$ cat config.mk
export PLATFORM = sky130hd
export DESIGN_NAME = freq_meas_ctrl
export DESIGN_NICKNAME = d
export VERILOG_FILES = /design/src/rtl/freq_meas_pkg.sv /design/src/rtl/tick_prescaler.sv /design/src/rtl/freq_meas_ctrl.sv
export SDC_FILE = /design/constraint.sdc
export NUM_CORES = 1
export LEC_CHECK = 0
export ABC_AREA = 1
export CAP_MARGIN = 40
export CORE_MARGIN = 1
export CORE_UTILIZATION = 34
export CTS_CLUSTER_DIAMETER = 30
export DETAILED_ROUTE_END_ITERATION = 12
export MAX_ROUTING_LAYER = met4
export PLACE_DENSITY_LB_ADDON = 0.3
export SYNTH_ARGS = -nofsm -noshare
export SYNTH_HDL_FRONTEND = slang
export SYNTH_HIERARCHICAL = 1
export SYNTH_SLANG_ARGS = --single-unit
$ cat constraint.sdc
create_clock -name clock -period 4.5 [get_ports clock]
set_clock_uncertainty 0.05 [all_clocks]
set_input_delay 1.125 -clock clock [delete_from_list [all_inputs] [get_ports clock]]
set_output_delay 1.125 -clock clock [all_outputs]
set_load 0.05 [all_outputs]
$ cat src/rtl/freq_meas_pkg.sv
// Shared encodings and default sizing for the frequency counter and its display path.
package freq_meas_pkg;

   typedef enum logic [1:0] {
      IDLE  = 2'd0,
      SETUP = 2'd1,
      GATE  = 2'd2,
      LATCH = 2'd3
   } state_t;

   localparam int TICK_DIV_DEF = 100000;
   localparam int GATE_W_DEF   = 16;
   localparam int CNT_W_DEF    = 32;

endpackage

$ cat src/rtl/tick_prescaler.sv
// Divides the system clock into timebase ticks; one tick pulse every TICK_DIV enabled cycles.
module tick_prescaler
   import freq_meas_pkg::*;
#(
   parameter int TICK_DIV = TICK_DIV_DEF
) (
   input  logic clock,
   input  logic reset_n,
   input  logic clear,
   input  logic enable,
   output logic tick
);

   localparam int PW = (TICK_DIV > 1) ? $clog2(TICK_DIV) : 1;
   localparam logic [PW-1:0] LAST = PW'(TICK_DIV - 1);

   logic [PW-1:0] cnt;

   assign tick = enable && (cnt == LAST);

   always_ff @(posedge clock or negedge reset_n) begin
      if (!reset_n)           cnt <= '0;
      else if (clear || tick) cnt <= '0;
      else if (enable)        cnt <= cnt + 1'b1;
   end

endmodule

$ cat src/rtl/freq_meas_ctrl.sv
// Gate-time sequencer: opens a gate of N timebase ticks, counts sig_in rising edges,
// and hands the latched count to the display side with a valid/ack handshake.
module freq_meas_ctrl
   import freq_meas_pkg::*;
#(
   parameter int TICK_DIV = TICK_DIV_DEF,
   parameter int GATE_W   = GATE_W_DEF,
   parameter int CNT_W    = CNT_W_DEF
) (
   input  logic              clock,
   input  logic              reset_n,
   input  logic              start,
   input  logic              abort,
   input  logic              continuous,
   input  logic [GATE_W-1:0] gate_ticks,
   input  logic              sig_in,
   input  logic              result_ack,
   output logic              busy,
   output logic              gate_open,
   output logic [CNT_W-1:0]  result,
   output logic              result_valid,
   output logic              overflow,
   output logic              overrun
);

   state_t            state, state_nx;
   logic              s1, s2, s3, rise, tick, sat, latch;
   logic [GATE_W-1:0] gate_cnt;
   logic [CNT_W-1:0]  edge_cnt;

   tick_prescaler #(.TICK_DIV(TICK_DIV)) u_presc (
      .clock   (clock),
      .reset_n (reset_n),
      .clear   (state == SETUP),
      .enable  (state == GATE),
      .tick    (tick)
   );

   assign busy      = (state != IDLE);
   assign gate_open = (state == GATE);
   assign rise      = s2 & ~s3;
   assign latch     = (state == LATCH) && !abort;

   always_ff @(posedge clock or negedge reset_n) begin
      if (!reset_n) begin
         s1 <= 1'b0;
         s2 <= 1'b0;
         s3 <= 1'b0;
      end else begin
         s1 <= sig_in;
         s2 <= s1;
         s3 <= s2;
      end
   end

   always_ff @(posedge clock or negedge reset_n) begin
      if (!reset_n) state <= IDLE;
      else          state <= state_nx;
   end

   always_comb begin
      state_nx = state;
      case (state)
         IDLE:    if (start) state_nx = SETUP;
         SETUP:   state_nx = GATE;
         GATE:    if (tick && gate_cnt == GATE_W'(1)) state_nx = LATCH;
         LATCH:   state_nx = continuous ? SETUP : IDLE;
         default: state_nx = IDLE;
      endcase
      if (abort && state != IDLE) state_nx = IDLE;
   end

   // A zero gate length is run as a single tick.
   always_ff @(posedge clock or negedge reset_n) begin
      if (!reset_n) begin
         gate_cnt <= '0;
         edge_cnt <= '0;
         sat      <= 1'b0;
      end else if (state == SETUP) begin
         gate_cnt <= (gate_ticks == '0) ? GATE_W'(1) : gate_ticks;
         edge_cnt <= '0;
         sat      <= 1'b0;
      end else if (state == GATE) begin
         if (tick) gate_cnt <= gate_cnt - 1'b1;
         if (rise) begin
            if (&edge_cnt) sat      <= 1'b1;
            else           edge_cnt <= edge_cnt + 1'b1;
         end
      end
   end

   always_ff @(posedge clock or negedge reset_n) begin
      if (!reset_n) begin
         result       <= '0;
         overflow     <= 1'b0;
         result_valid <= 1'b0;
         overrun      <= 1'b0;
      end else if (latch) begin
         result       <= edge_cnt;
         overflow     <= sat;
         result_valid <= 1'b1;
         if (result_valid && !result_ack) overrun <= 1'b1;
      end else if (result_ack && result_valid) begin
         result_valid <= 1'b0;
         overrun      <= 1'b0;
      end
   end

endmodule
Yosys cells after proc, flatten, opt, wreduce, memory -nomap -nowiden

Index checks and enable logic that the tools add are counted.

Register bits: 106
Latch bits: 0
Bits in writable memories: 0
Memory bits (read-only): 0
Input port bits: 23
Output and inout port bits: 37
Logic and storage cells: 73
Memories: 0

$add $sub $neg: 3
Multipliers: 0
Div/mod/pow operators: 0
Order comparisons: 0
Equality and inequality tests: 9
Shift operators: 0
Mux-type cells: 23
Bitwise operators: 2
Reduce and logical (&&, ||, !) cells: 24

Operators by type and width:

| operator              | number |
|---|---|
| $mux 32               | 4 |
| $mux 16               | 4 |
| $mux 17               | 2 |
| $add 32x1->32 const B | 1 |
| $reduce_and 32->1     | 1 |
| $add 17x1->17 const B | 1 |
| $eq 17x17->1 const B  | 1 |
| $eq 16x1->1 const B   | 1 |
| $logic_not 16->1      | 1 |
| $sub 16x1->16 const B | 1 |
| $reduce_bool 2->1     | 7 |
| $mux 1                | 9 |
| $pmux 2 s4            | 1 |
| $logic_and 1x1->1     | 6 |
| $mux 2                | 3 |
| $ne 3x3->1 const B    | 2 |
| $reduce_and 2->1      | 3 |
| $reduce_and 3->1      | 2 |
| $eq 2x2->1 const B    | 2 |
| $ne 2x1->1 const B    | 2 |
| $eq 2x1->1 const B    | 1 |
| $logic_not 1->1       | 2 |
| $logic_not 2->1       | 1 |
| $and 1x1->1           | 1 |
| 2 further kinds       | 2 |

Longest topological paths before layout

Gate-level depths: netlist of run 1.

Depth in word-level cells: 6
Mapped depth: 12
Mapped depth without buffers: 12

By module

The synthesis of run 1 kept the hierarchy.

Modules (own cells, without submodules):

| module         | times used | cells an instance | area an instance (sq um) | sequential area each (sq um) |
|---|---|---|---|---|
| freq_meas_ctrl | 1          | 700               | 4989.8                   | 2227.1 |
| tick_prescaler | 1          | 170               | 1173.6                   | 425.4 |

Worst setup path after synthesis of run 1

No wires, ideal clock.

Path kind: register -> register
Start: register state[0]
End: register gate_cnt[9]
Setup time: 121 ps
Data arrival time: 2420 ps
Data required time: 4329 ps
Setup slack: 1910 ps
Cell stages (with the launch flop): 12
Path buffers: 2
Clock period less this slack: 2590 ps
Cell sequence: dfrtp_1 > inv_1 > ha_1 > buf_2 > nand3_1 > nor2_1 > nor2_1 > nor2_1 > inv_1 > clkbuf_1 > o21ai_0 > nand2_1

Longest elaborated chain between the ends: 4
Elaborated cells between the ends (all ways): 7
Those cells by class: 2 x eq/ne; 1 x mux; 4 x reduce/logical

Ends and longest elaborated chain:

| item                               | RTL line             | source |
|---|---|---|
| start: declaration                 | freq_meas_ctrl.sv:26 | `state_t state, state_nx;` |
| start signal: assignment           | freq_meas_ctrl.sv:58 | `else state <= state_nx;` |
| $eq 2x2->1                         | --                   |  |
| net gate_open                      | freq_meas_ctrl.sv:19 | `output logic gate_open,` |
| $logic_and 1x1->1                  | tick_prescaler.sv:19 | `assign tick = enable && (cnt == LAST);` |
| net tick                           | freq_meas_ctrl.sv:27 | `logic s1, s2, s3, rise, tick, sat, latch;` |
| $reduce_bool 2->1 (no source line) | --                   |  |
| $reduce_and 2->1 (no source line)  | --                   |  |
| end signal: assignment             | freq_meas_ctrl.sv:80 | `gate_cnt <= (gate_ticks == '0) ? GATE_W'(1) : gate_ticks;` |
| end signal: assignment             | freq_meas_ctrl.sv:84 | `if (tick) gate_cnt <= gate_cnt - 1'b1;` |
| end: declaration                   | freq_meas_ctrl.sv:28 | `logic [GATE_W-1:0] gate_cnt;` |

The timed path passes the listed nets, and every way through them passes these cells.
A chain may end at the register's enable or synchronous reset.

Final worst setup path of run 1

Start: register state[0]
End: output busy

Longest elaborated chain between the ends: 1

Ends and longest elaborated chain:

| item              | RTL line             | source |
|---|---|---|
| $reduce_bool 2->1 | freq_meas_ctrl.sv:39 | `assign busy = (state != IDLE);` |
| end: declaration  | freq_meas_ctrl.sv:18 | `output logic busy,` |

No other way between the ends.

==> results of run 1 <==
[layout make-up]
cell class	count	area [sq um]
repair buffers	66	653
flip-flops and latches	106	2650
multi-input cells	656	3070
fillers	1766	10200
inverters	86	323
well taps	225	282
clock inverters	7	100
clock buffers	9	225
[power breakdown]
group / total (mW) / internal (mW) / switching (mW)
Clock: 0.873 / 0.493 / 0.380
Combinational: 1.65 / 0.492 / 1.16
Sequential: 1.35 / 1.17 / 0.184
[per-stage QoR]
step	cells	worst slack, ps	hold WS [ps]	utilization	area (sq um)
6_report	1155	1340	324	0.418	7300
4_1_cts	1155	1340	325	0.418	7300
2_1_floorplan	870	1910	281	-	6160
3_3_place_gp	1138	1680	306	0.398	6960
3_5_place_dp	1139	1730	308	0.399	6980
5_1_grt	1155	1250	331	0.418	7300
[logic make-up after synthesis]
logic type	share of synthesized area
buffers and inverters	0.0721
adder cells (fa/ha/maj)	0.0162
XOR/XNOR	0.0128
AND/OR/NAND/NOR	0.363
AO/OA/AOI/OAI	0.106
flip-flops	0.430
[cell usage after synthesis, types with 2 or more instances]
cell type and n:
nand3b_1 2, nand2_1 263, nor2_2 4, o21ai_0 68
a22oi_1 5, nor2_4 5, inv_2 2, ha_1 8
nor2_1 136, nand3_2 2, xor2_1 8, nand2_4 5
nor3_1 6, nand3_1 67, or2_2 2, a21oi_1 17
nand4_1 16, clkbuf_1 13, buf_1 3, inv_1 84
buf_6 5, a21oi_2 2, o21ai_1 23, dfrtp_1 106
nand2_2 5
[worst max-delay path: stages, from the launching register on]
cell	delay, ps
dfrtp_1	440
inv_1	90
ha_1	210
inv_1	80
clkdlybuf4s50_1	800
[per-layer routing]
layer	part of all wire	global-route usage	vias to the layer above	wire, um
met5	0	-	-	0
met4	0.016	0.0691	0	251
met3	0.046	0.0300	17	723
met2	0.42	0.265	124	6690
met1	0.52	0.271	2611	8190
li1	-	-	2905	-
[worst min-delay path by stage]
stage	from	endpoint	cells past startpoint
floorplan	s1	s2	0
global placement	s2	s3	0
detailed placement	s1	s2	0
CTS	s1	s2	0
global route	s1	s2	0
finish	s1	s2	0
[state kept, by name (all words and copies together) (netlist names)]
name	cells
edge_cnt	32
gate_cnt	16
overflow	1
overrun	1
result	32
result_valid	1
s1	1
s2	1
s3	1
sat	1
state	2
u_presc/cnt	17
==> results.cfg, run 1 <==
[timing]
worst_slew_pin_slew_ps = 697
hold_violations = 0
setup_viol = 0
slew_violations = 0
fmax_ghz = 0.317
fin_crit_ps = 3160
fin_crit_sh = 0.701
slew_headroom = 0.535
fin_setup_tns_ps = 0
rsz0062_at_grt = false

[floorplan]
die_area_sq_um = 18700
rows = 48
io_pins = 60
dieHeight_um = 137
start_util = 0.353
die_width_um = 137
core-area_sq_um = 17500

[run]
max_cap_violations = 0

[layout]
drive_gt1_frac = 0.0602
diodes = 0
fin_nets = 956
area_delta_synth_final_pct = 18.5
layout_common_cells = nand2_1 (263), nor2_1 (136), dfrtp_1 (106), inv_1 (83), o21ai_0 (68)
layout_commonest_cell = nand2_1

[cts]
ctsResizeCount = 0
root_buffer = clkbuf_16
cts_sinks = 106
cts_setup_buffers = 0
hold_buffers = 0
cts_tree = done
worstSkewPairLatency_ps = 360
numCtsBuffers = 9
htree_levels = 3
clk_path_buf_depth = 2
clk_pin_slew_ps = 70

[logic_synthesis]
synth_warnings = 6
synth_ff_type = dfrtp_1
synth_top_area_share = 0.430
syn_nets = 901
ys_types = 38
syn_inst = 870
synth_area_sq_um = 6160
ys_ff_latch = 106
synthArstFlopShare = 1.00
synth_area_leader_cell = dfrtp_1
ys_seq_area_frac = 0.430
synth-edff-count = 0
avgSynthCellArea_sq_um = 7.08
synth.area.top_cells = dfrtp_1 (43%), nand2_1 (16%), nor2_1 (8.3%)

[worst_setup_path]
cp-endpoint = busy
worstReg2RegStart = state[1]
cp.required_ps = 3320
start_kind = flop
crit_arrival_ps = 1980
r2r-end = edge_cnt[29]
worstSetupEndpointType = primary output
criticalPathCategory = flop to primary output
r2r_setup_slack_ps = 1750
worst_r2r_path_depth = 9
critPathMaxFanout = 6
startpoint = state[0]

[grt]
grt_pass1_wl_um = 26400
antenna_found_initial = 0
grt_max_degree = 55
grt_usage = 0.188
grt-ovfl-total = 0
grt_pass1_vias = 5186

[placed_design]
port_buffers = 59
place_congestion = 0.862
place_hpwl_um = 11800

[power]
power_mw = 3.88
p_leak_nw = 3.10
vdd_drop_max_mv = 0.338
power.density_nw_per_um2 = 531

[detailed_routing]
drt-initial-drc-count = 503
first_pass_iters = 5
wl_per_cell_um = 13.7
wl_um = 15900
num_vias = 5657
postRouteAntennaNets = 0
vias_per_cell = 4.90
drcViolationCount = 0

[outcome]
status = complete, no violations

[min_path]
holdCritPathClass = flop to flop
Power figures use the tool's default switching activity.
==> inputs of run 2 (changes only) <==
==> constraint.sdc (replaced) <==
create_clock -name clock -period 3.2 [get_ports clock]
set_clock_uncertainty 0.05 [all_clocks]
set_input_delay 0.8 -clock clock [delete_from_list [all_inputs] [get_ports clock]]
set_output_delay 0.8 -clock clock [all_outputs]
set_load 0.05 [all_outputs]
==> run 2 against run 1 <==
Effect of this change:
- die area unchanged
- global-route usage decreased by 0.58 points
- flip-flop and latch count unchanged
- first-iteration DRC count decreased by 38%
- design area decreased by 0.48%
- clock-buffer cell count unchanged
- non-clock buffer count decreased by 1
- via count decreased by 2.8%
- core utilization decreased by 0.20 points
- worst setup slack got worse by 970 ps
- wire length decreased by 2.5%
- critical path type unchanged
- largest cell class unchanged
- highest routed layer unchanged
==> results.cfg, run 2 (synthesis gave the netlist of run 1 again) <==
[detailed_routing]
wl_um = 15500
drt-initial-drc-count = 311
num_vias = 5499
wl_per_cell_um = 13.4
vias_per_cell = 4.77
first_pass_iters = 5
drcViolationCount = 0
postRouteAntennaNets = 0

[worst_setup_path]
critPathMaxFanout = 6
start_kind = flop
worst_r2r_path_depth = 8
r2r_setup_slack_ps = 950
r2r-end = edge_cnt[29]
worstReg2RegStart = edge_cnt[0]
worstSetupEndpointType = primary output
crit_arrival_ps = 1970
criticalPathCategory = flop to primary output
cp.required_ps = 2350

[cts]
root_buffer = clkbuf_16
clk_pin_slew_ps = 80
worstSkewPairLatency_ps = 360
ctsResizeCount = 0
clk_path_buf_depth = 2
hold_buffers = 0
htree_levels = 3
numCtsBuffers = 9
cts_setup_buffers = 0
cts_sinks = 106
cts_tree = done

[grt]
grt_pass1_wl_um = 25800
grt_usage = 0.183
grt_max_degree = 66
grt_pass1_vias = 5128
grt-ovfl-total = 0
antenna_found_initial = 0

[timing]
worst_slew_pin_slew_ps = 577
fin_hold_ws_ps = 301
fmax_ghz = 0.354
slew_headroom = 0.616
hold_violations = 0
fin_crit_sh = 0.882
fin_setup_tns_ps = 0
fin_crit_ps = 2820
setup_viol = 0
slew_violations = 0
rsz0062_at_grt = false

[outcome]
status = complete, no violations

[layout]
diodes = 0
layout_common_cells = nand2_1 (263), nor2_1 (136), dfrtp_1 (106), inv_1 (83), o21ai_0 (68)
layout_commonest_cell = nand2_1
final-seq-area_sq_um = 2650
nFillCells = 1834
drive_gt1_frac = 0.0592
fin_nets = 955
multi_input_area_sq_um = 3070
area_delta_synth_final_pct = 17.9
top_regs = edge_cnt (32), result (32), u_presc/cnt (17)

[floorplan]
io_pins = 60
core-area_sq_um = 17500
dieHeight_um = 137
die_width_um = 137
die_area_sq_um = 18700
rows = 48
start_util = 0.353

[run]
max_cap_violations = 0

[min_path]
worstHoldStart = s1
holdCritPathClass = flop to flop
hold_path_end = s2
hold_depth = 0

[placed_design]
place_hpwl_um = 11400
port_buffers = 59
place_congestion = 0.944

[power]
vdd_drop_max_mv = 0.466
power.density_nw_per_um2 = 731
p_leak_nw = 3.08
[run 2: worst max-delay path by stage]
stage	start	endpoint	slack, ps	depth (start not counted)
2_1_floorplan	state[0]	gate_cnt[9]	610	11
3_3_place_gp	abort	result[31]	780	6
3_5_place_dp	abort	result[24]	740	5
4_1_cts	state[0]	busy	360	4
5_1_grt	state[0]	busy	250	4
6_report	state[0]	busy	380	4
[run 2: report_power, final]
part | total [mW] | internal, mW | switching (mW) | leakage [nW]
logic | 2.33 | 0.694 | 1.63 | 1.54
registers | 1.89 | 1.64 | 0.249 | 1.40
clock network | 1.09 | 0.544 | 0.547 | 0.143
[run 2: final cells by class]
cell class | count | area share
clock buffer | 9 | 0.0310
clock inverter | 7 | 0.00826
inverter | 86 | 0.0444
multi-input combinational | 656 | 0.422
sequential | 106 | 0.365
tap | 225 | 0.0387
timing repair buffer | 65 | 0.0906
[run 2: worst max-delay path: stages (launching register included)]
cell	delay, ps
dfrtp_1	430
inv_1	90
ha_1	210
inv_1	80
clkdlybuf4s50_1	800
[run 2: metal layers]
layer | GRT usage | wire length, um | up-vias
met5 | - | 0 | -
met4 | 0.0469 | 179 | 0
met3 | 0.0433 | 642 | 10
met2 | 0.276 | 6840 | 101
met1 | 0.245 | 7800 | 2503
li1 | - | - | 2885
[run 2: through the flow]
stage	util	instance area [sq um]	total power, mW	cells	worst slack (ps)
final	0.416	7270	5.31	1154	379
after global routing	0.416	7270	5.67	1154	251
after CTS	0.416	7270	5.37	1154	363
after detailed placement	0.399	6980	4.25	1138	737
after global placement	0.399	6980	4.23	1138	785
after floorplan	-	6160	3.55	870	610
==> inputs of run 3 (changes only) <==
--- a/config.mk
+++ b/config.mk
@@ -7,13 +7,14 @@
 export LEC_CHECK = 0
 export ABC_AREA = 1
 export CAP_MARGIN = 40
+export CELL_PAD_IN_SITES_DETAIL_PLACEMENT = 0
+export CELL_PAD_IN_SITES_GLOBAL_PLACEMENT = 2
 export CORE_MARGIN = 1
-export CORE_UTILIZATION = 34
+export CORE_UTILIZATION = 30
 export CTS_CLUSTER_DIAMETER = 30
 export DETAILED_ROUTE_END_ITERATION = 12
 export MAX_ROUTING_LAYER = met4
 export PLACE_DENSITY_LB_ADDON = 0.3
 export SYNTH_ARGS = -nofsm -noshare
 export SYNTH_HDL_FRONTEND = slang
-export SYNTH_HIERARCHICAL = 1
 export SYNTH_SLANG_ARGS = --single-unit
==> constraint.sdc (replaced) <==
create_clock -name clock -period 2.26 [get_ports clock]
set_clock_uncertainty 0.05 [all_clocks]
set_input_delay 0.565 -clock clock [delete_from_list [all_inputs] [get_ports clock]]
set_output_delay 0.565 -clock clock [all_outputs]
set_load 0.05 [all_outputs]
==> run 3 against run 2 <==
Effect of this change:
- register-to-register slack worse by 700 ps
- non-clock buffer count up 14
- critical path depth down 3
- final cell count rose by 3.6%
- flip-flop and latch count did not move
- wire length rose by 16%
- critical endpoint is now overflow
- highest routed layer unchanged
==> results.cfg, run 3 <==
[outcome]
status = complete, no violations

[timing]
fin_hold_ws_ps = 113
fmax_ghz = 0.456
setup_viol = 0
fin_crit_ps = 2190
slew_violations = 0
slew_headroom = 0.625
rsz0062_at_grt = false
worst_slew_pin_slew_ps = 559
hold_violations = 0
fin_setup_tns_ps = 0
fin_crit_sh = 0.970

[detailed_routing]
wl_per_cell_um = 15.0
num_vias = 5506
vias_per_cell = 4.61
wl_um = 18000
postRouteAntennaNets = 0
drt-initial-drc-count = 261
drcViolationCount = 0
first_pass_iters = 5

[cts]
cts_sinks = 106
htree_levels = 3
worstSkewPairLatency_ps = 360
root_buffer = clkbuf_16
numCtsBuffers = 9
clk_pin_slew_ps = 80
clk_path_buf_depth = 2
cts_setup_buffers = 0
cts_tree = done

[worst_setup_path]
start_kind = flop
worstSetupEndpointType = primary output
cp.required_ps = 1640
slowest_delay_ps = 840
critPathMaxFanout = 2
r2r-end = edge_cnt[0]
crit_arrival_ps = 1580
worstReg2RegStart = edge_cnt[0]
crit_path_cell_trace = clkdlybuf4s50_1
worst_r2r_path_depth = 9
crit_slowest_cell = clkdlybuf4s50_1
cp_top_family = buffers and inverters
r2r_setup_slack_ps = 250
criticalPathCategory = flop to primary output
path_buf_inv = 1

[logic_synthesis]
synth_top_area_share = 0.428
synth_area_leader_cell = dfrtp_1
synthArstFlopShare = 1.00
syn_inst = 853
synth_ff_type = dfrtp_1
synth_warnings = 0
ys_seq_area_frac = 0.428
synth-edff-count = 0
ys_types = 40
avgSynthCellArea_sq_um = 7.26
synth.area.top_cells = dfrtp_1 (43%), nand2_1 (17%), nor2_1 (7.4%)
synth.most_common_cell = nand2_1
ys_ff_latch = 106
netlist_top_cells_count = nand2_1 (287), nor2_1 (122), dfrtp_1 (106), inv_1 (66), nand3_1 (65)
synth_area_sq_um = 6190
syn_nets = 884

[grt]
grt_pass1_wl_um = 29200
grt_pass1_vias = 5376
grt_max_degree = 52
grt_usage = 0.181
antenna_found_initial = 0
grt-ovfl-total = 0

[floorplan]
die_area_sq_um = 21200
io_pins = 60
core-area_sq_um = 20200
start_util = 0.306
rows = 52
dieHeight_um = 146
die_width_um = 146

[power]
power_mw = 6.99
vdd_drop_max_mv = 0.389
power.density_nw_per_um2 = 935
p_leak_nw = 3.24

[layout]
final-seq-area_sq_um = 2650
layout_commonest_cell = nand2_1
area_delta_synth_final_pct = 20.8
multi_input_area_sq_um = 3140
nFillCells = 2197
diodes = 0
top_regs = edge_cnt (32), result (32), u_presc.cnt (17)
drive_gt1_frac = 0.104
layout_common_cells = nand2_1 (286), nor2_1 (122), dfrtp_1 (106), inv_1 (66), nand3_1 (65)
fin_nets = 951

[placed_design]
place_hpwl_um = 13400
place_congestion = 0.816
port_buffers = 59

[run]
max_cap_violations = 0

[min_path]
holdCritPathClass = input port to async pin
-- run 3: cell count changes in the layout (fill, tap and decap cells not counted), moves of 5 or more --
cell | previous run | this run
nand2_2 | 5 | 15
o21ai_1 | 23 | 12
o21ai_0 | 68 | 47
nor3_1 | 6 | 14
a22oi_1 | 5 | 0
nand4_1 | 16 | 7
nor2_1 | 136 | 122
nand2_1 | 263 | 286
buf_4 | 5 | 20
inv_1 | 83 | 66
a21oi_1 | 17 | 9
o21ai_2 | 0 | 25
-- run 3: layout make-up --
class	instances	area share
clock buffer	9	0.0301
clock inverter	7	0.0102
inverter	71	0.0356
multi-input combinational	653	0.420
sequential	106	0.355
tap	270	0.0452
timing repair buffer	79	0.104
-- run 3: worst max-delay path by stage --
stage                     start  slack, ps  cells past startpoint      endpoint
finish                 overflow         70                      1      overflow
global route          result[6]         30                      1     result[6]
floorplan              state[0]         80                     11   gate_cnt[5]
CTS                    overflow         50                      1      overflow
global placement    edge_cnt[0]        220                      9  edge_cnt[15]
detailed placement  edge_cnt[0]        150                      9  edge_cnt[21]
-- run 3: layer usage --
| layer | vias to the layer above | routed length, um | GRT usage |
|---|---|---|---|
| met4 | 0 | 156 | 0.0416 |
| met3 | 9 | 358 | 0.0245 |
| met1 | 2581 | 9360 | 0.257 |
| met5 | - | 0 | - |
| met2 | 63 | 8070 | 0.272 |
| li1 | 2853 | - | - |
-- run 3: where the power goes --
group	total (mW)	switching, mW	internal (mW)	leakage [nW]
combinational	2.93	2.01	0.918	1.66
sequential	2.39	0.256	2.13	1.44
clock	1.68	0.805	0.870	0.142
-- run 3: through the flow --
step / cell area, sq um / std cells / utilization / worst slack, ps
after floorplan: 6190 / 853 / - / 80.9
after CTS: 7450 / 1194 / 0.368 / 45.0
after global routing: 7480 / 1195 / 0.370 / 30.3
after detailed placement: 7150 / 1178 / 0.354 / 154
final: 7480 / 1195 / 0.370 / 66.9
after global placement: 7150 / 1178 / 0.354 / 216
-- run 3: kinds of logic after synthesis --
group                      synth area share
muxes                               0.00647
and+or+nand+nor                       0.359
DFF                                   0.428
adders and majority gates            0.0162
AOI/OAI and AO/OA                    0.0996
buffers and inverters                0.0687
xor gates and xnor gates             0.0212
-- run 3: what timing repair did --
item                       CTS  global route
hold buffers                 0             0
resized for setup            0             2
setup endpoints to repair    0            26
==> variant 1 (config.mk and constraints of run 2) <==
The package constant `TICK_DIV_DEF` goes from 100000 to 200000.
--- a/src/rtl/freq_meas_pkg.sv
+++ b/src/rtl/freq_meas_pkg.sv
@@ -9,5 +9,5 @@
    } state_t;
 
-   localparam int TICK_DIV_DEF = 100000;
+   localparam int TICK_DIV_DEF = 200000;
    localparam int GATE_W_DEF   = 16;
    localparam int CNT_W_DEF    = 32;
Behaviour: no difference found for any inputs over 10 cycles, from zero or initial values and one cycle with reset_n low; that may be too few to reach the edited logic, so the function may still have changed.
==> variant 1 against run 2 <==
Final area decreased by 0.33%. Worst setup slack improved by 0.0063 ns. Power increased by 1.2%. Wire length increased by 0.78%. Sequential cell count increased by 1. Clock power increased by 6%. Synthesized area decreased by 0.30%. Hold slack improved by 0.0022 ns.
==> variant 1: results (changes against run 2) <==
[route]
vias = 5500  ; +0.018%
vias_per_cell = 4.79  ; +0.45%
routed_wl_um = 15600  ; +0.78%
first_pass_iters = 5  ; unchanged
drt-initial-drc-count = 458  ; +47%

[global_route]
use_met3 = 0.0198  ; -0.0236
grtUsageTotal = 0.185  ; +0.00250
grt_pass1_vias = 5168  ; +0.78%
antenna_found_initial = 0  ; unchanged
grtUsageMet2 = 0.262  ; -0.0141
grt_max_degree = 68  ; +3.0%
grtUsageMet1 = 0.274  ; +0.0292
grt_pass1_wl_um = 26100  ; +1.4%

[yosys]
synth_common_cells = nand2_1 (270), nor2_1 (137), dfrtp_1 (107), inv_1 (80), nand3_1 (69)
post_synth.cell_area_avg_um2 = 7.11  ; +0.39%
ys_types = 36  ; -5.3%
syn-num-nets = 895  ; -0.67%
yosys_most_used_dff = dfrtp_1
ys_seq_area_frac = 0.436  ; +0.00539
synth-async-reset-ratio = 1.00  ; unchanged
ys_warn_count = 6  ; unchanged
netlist_top_cells_area = dfrtp_1 (44%), nand2_1 (16%), nor2_1 (8.4%)

[place]
port_buffers = 59  ; unchanged
place_area_mm2 = 0.00694  ; -0.59%
hpwl_um = 11600  ; +1.3%
place.gp.congestion = 0.886  ; -6.1%

[outcome]
status = completed

[cts]
clkTransAtPathRegs_ns = 0.07
clock_path_buffers = 2  ; unchanged
clock_latency_ns = 0.35
cts.sinks = 107  ; +0.94%
cts-resized-gates = 0  ; unchanged
hold_buffers = 0  ; unchanged
post_cts_buffers = 0  ; unchanged

[critical_path]
worst_ep_arrival_time_ns = 1.96
cp_max_fo = 6  ; unchanged

[finish]
final_nets = 950  ; -0.52%
layout-drive-gt1-share = 0.0498  ; -0.00942
reg_top3 = edge_cnt x32, result x32, u_presc/cnt x18

[pwr]
peakVddDrop_v = 0.000429  ; -7.8%
p_sw_mw = 2.39  ; -1.5%
p_leak_nw = 3.07  ; -0.54%

[timing]
max-slew-margin-rel = 0.583  ; -0.0323

[worst_hold_path]
hp-class = reg -> reg

variant 1: cell types whose count changed after synthesis, moves of 3 or more:
cell,before,now
nand2_2,5,2
nand4_1,16,10
inv_1,84,80
nor2_4,5,1
nand2_1,263,270
xor2_1,8,12
variant 1: routing by layer:
layer | vias up | share of wire
met5 | - | 0
met4 | 0 | 0.011
met3 | 11 | 0.037
met2 | 122 | 0.42
met1 | 2499 | 0.53
li1 | 2868 | -
variant 1: logic make-up (layout without fill, tap and decap cells):
logic type,count (synthesis),in the layout,share of synthesized area
XOR/XNOR,14,14,0.0200
AND/OR/NAND/NOR,511,511,0.352
adder cells (fa/ha/maj),8,8,0.0163
buffers and inverters,105,165,0.0721
AO/OA/AOI/OAI,119,119,0.104
flip-flops,107,107,0.436
variant 1: power groups by stage:
stage / clock (mW) / combinational (mW) / sequential, mW
2_1_floorplan: 0 / 1.14 / 2.44
3_3_place_gp: 0 / 2.32 / 1.92
3_5_place_dp: 0 / 2.34 / 1.92
4_1_cts: 1.19 / 2.35 / 1.90
5_1_grt: 1.23 / 2.55 / 1.95
6_report: 1.16 / 2.32 / 1.90
variant 1: area by class of cell:
class	count	share of cell area
well taps	225	0.0389
clock buffers	11	0.0335
flip-flops and latches	107	0.370
inverters	81	0.0420
clock inverters	5	0.00829
multi-input cells	652	0.418
repair buffers	68	0.0902
variant 1: metrics by stage:
step / setup WS (ns) / util
6_report: 0.385 / 0.414
5_1_grt: 0.308 / 0.414
4_1_cts: 0.376 / 0.414
3_5_place_dp: 0.745 / 0.397
3_3_place_gp: 0.771 / 0.397
2_1_floorplan: 0.494 / -
variant 1: final timing paths:
check / start / to / slack (ns) / depth (start not counted)
setup / recovery: state[0]$_DFFE_PN0P_ / busy / 0.39 / 4
hold / removal: s1$_DFF_PN0_ / s2$_DFF_PN0_ / 0.30 / 0
setup reg to reg: state[0]$_DFFE_PN0P_ / gate_cnt[12]$_DFFE_PN0P_ / 0.82 / 12
hold reg to reg: s1$_DFF_PN0_ / s2$_DFF_PN0_ / 0.30 / 0
max in group asynchronous: reset_n / edge_cnt[8]$_DFFE_PN0P_ / 1.93 / 2
min in group asynchronous: reset_n / edge_cnt[3]$_DFFE_PN0P_ / 0.42 / 1
variant 1: worst max-delay path, cell delays in order, from the launching register on:
cell and delay, ns:
dfrtp_1 0.43, inv_1 0.10, ha_1 0.21, inv_1 0.08
clkdlybuf4s50_1 0.80
==> variant 2 (settings of run 2) <==
Made on the original files. Make the reset (`reset_n`) synchronous in 5 clocked blocks.
--- a/src/rtl/tick_prescaler.sv
+++ b/src/rtl/tick_prescaler.sv
@@ -19,5 +19,5 @@
    assign tick = enable && (cnt == LAST);
 
-   always_ff @(posedge clock or negedge reset_n) begin
+   always_ff @(posedge clock) begin
       if (!reset_n)           cnt <= '0;
       else if (clear || tick) cnt <= '0;
--- a/src/rtl/freq_meas_ctrl.sv
+++ b/src/rtl/freq_meas_ctrl.sv
@@ -42,5 +42,5 @@
    assign latch     = (state == LATCH) && !abort;
 
-   always_ff @(posedge clock or negedge reset_n) begin
+   always_ff @(posedge clock) begin
       if (!reset_n) begin
          s1 <= 1'b0;
@@ -54,5 +54,5 @@
    end
 
-   always_ff @(posedge clock or negedge reset_n) begin
+   always_ff @(posedge clock) begin
       if (!reset_n) state <= IDLE;
       else          state <= state_nx;
@@ -72,5 +72,5 @@
 
    // A zero gate length is run as a single tick.
-   always_ff @(posedge clock or negedge reset_n) begin
+   always_ff @(posedge clock) begin
       if (!reset_n) begin
          gate_cnt <= '0;
@@ -90,5 +90,5 @@
    end
 
-   always_ff @(posedge clock or negedge reset_n) begin
+   always_ff @(posedge clock) begin
       if (!reset_n) begin
          result       <= '0;
Function: differs if reset_n is asserted again (counterexample within 4 cycles, from zero or initial values and one cycle with reset_n low); with reset_n held inactive, the same outputs for 10 cycles.
==> variant 2 against run 2 <==
Power shrank 21%. Largest cell class unchanged. Sequential cell count is the same. Global-route usage shrank 0.70 points. Final area shrank 4.6%. Die area shrank 5.1%. Synthesized area shrank 5.1%. Combinational power shrank 36%. Register-to-register slack lost 0.11 ns. Wire length shrank 6.7%. Worst setup slack lost 0.087 ns.
==> variant 2: results (changes against run 2) <==
[finish]
fillers = 1811  ; -1.3%
final-clk-cell-share = 0.0462  ; +0.00693
buffer_area_frac = 0.0916  ; +0.00108
layout-drive-gt1-share = 0.102  ; +0.0427
clock_buffers = 11  ; +2
seq_area_mm2 = 0.00212  ; -20%
final_nets = 958  ; +0.31%
finish.utilization = 0.415  ; -0.000540
multi_input_area_mm2 = 0.00329  ; +7.4%
num-nonclk-inverters = 77  ; -10%

[yosys]
synth_cells = 876  ; +0.69%
syn-num-nets = 907  ; +0.67%
yosys_most_used_dff = dfxtp_1
ys_seq_area_frac = 0.363  ; -0.0674
synth-async-reset-ratio = 0  ; -1.00
ys_types = 36  ; -5.3%
synth_common_cells = nand2_1 (234), nor2_1 (156), dfxtp_1 (106), inv_1 (72)
netlist_top_cells_area = dfxtp_1 (36%), nand2_1 (15%), nor2_1 (10%)

[global_route]
grtUsageMet1 = 0.212  ; -0.0325
grt_max_degree = 45  ; -32%
grtUsageMet2 = 0.296  ; +0.0197
grt_pass1_wl_um = 24400  ; -5.3%
use_met3 = 0.0312  ; -0.0121

[critical_path]
worst_ep_arrival_time_ns = 2.06  ; +0.09 ns
reg2reg_to = edge_cnt[21]$_SDFFE_PP0P_
critPathMaxStageDelay_ns = 0.87  ; +0.07 ns
r2r_setup_slack_ns = 0.84  ; -0.11 ns

[place]
hpwl_um = 10500  ; -8.2%
place_area_mm2 = 0.00662  ; -5.3%
place.gp.congestion = 0.861  ; -8.8%
dp_slack_ns = 0.659  ; -0.0781 ns
dpl.cell_count = 1136  ; -0.18%

[route]
wl_met1_um = 6780  ; -13%
route.met2.wl_um = 6960  ; +1.7%
vias_per_cell = 4.70  ; -1.4%
wl_met3_um = 438  ; -32%
drt-initial-drc-count = 394  ; +27%
wl_per_cell_um = 12.5  ; -6.6%
routed_wl_um = 14400  ; -6.7%

[worst_hold_path]
hp-start = s1$_SDFF_PN0_
hold_depth = 2  ; +2

[timing]
max-slew-margin-rel = 0.635  ; +0.0193
whs_ns = 0.374  ; +0.0724 ns

[pwr]
intPower_mw = 2.62  ; -9.1%
p_leak_nw = 2.58  ; -16%
peakVddDrop_v = 0.000308  ; -34%

[outcome]
status = completed

-- variant 2: logic make-up (layout without fill, tap and decap cells) --
| group | Yosys count | after routing | synth area share |
|---|---|---|---|
| AOI/OAI and AO/OA | 131 | 131 | 0.128 |
| DFF | 106 | 106 | 0.363 |
| adders and majority gates | 8 | 8 | 0.0171 |
| buffers and inverters | 102 | 158 | 0.0738 |
| xor gates and xnor gates | 24 | 24 | 0.0360 |
| and+or+nand+nor | 505 | 505 | 0.382 |
-- variant 2: tightest hold or removal path, stage by stage, from the launching register on --
cell     delay, ns
dfxtp_1       0.31
nand2_1       0.05
inv_1         0.04
-- variant 2: power by group through the flow --
stage                     sequential (mW)  combinational [mW]  clock (mW)
after global routing                 1.51                1.68        1.29
after global placement               1.52                1.46           0
final                                1.49                1.48        1.20
after detailed placement             1.52                1.47           0
after CTS                            1.49                1.48        1.24
after floorplan                      1.59                1.06           0
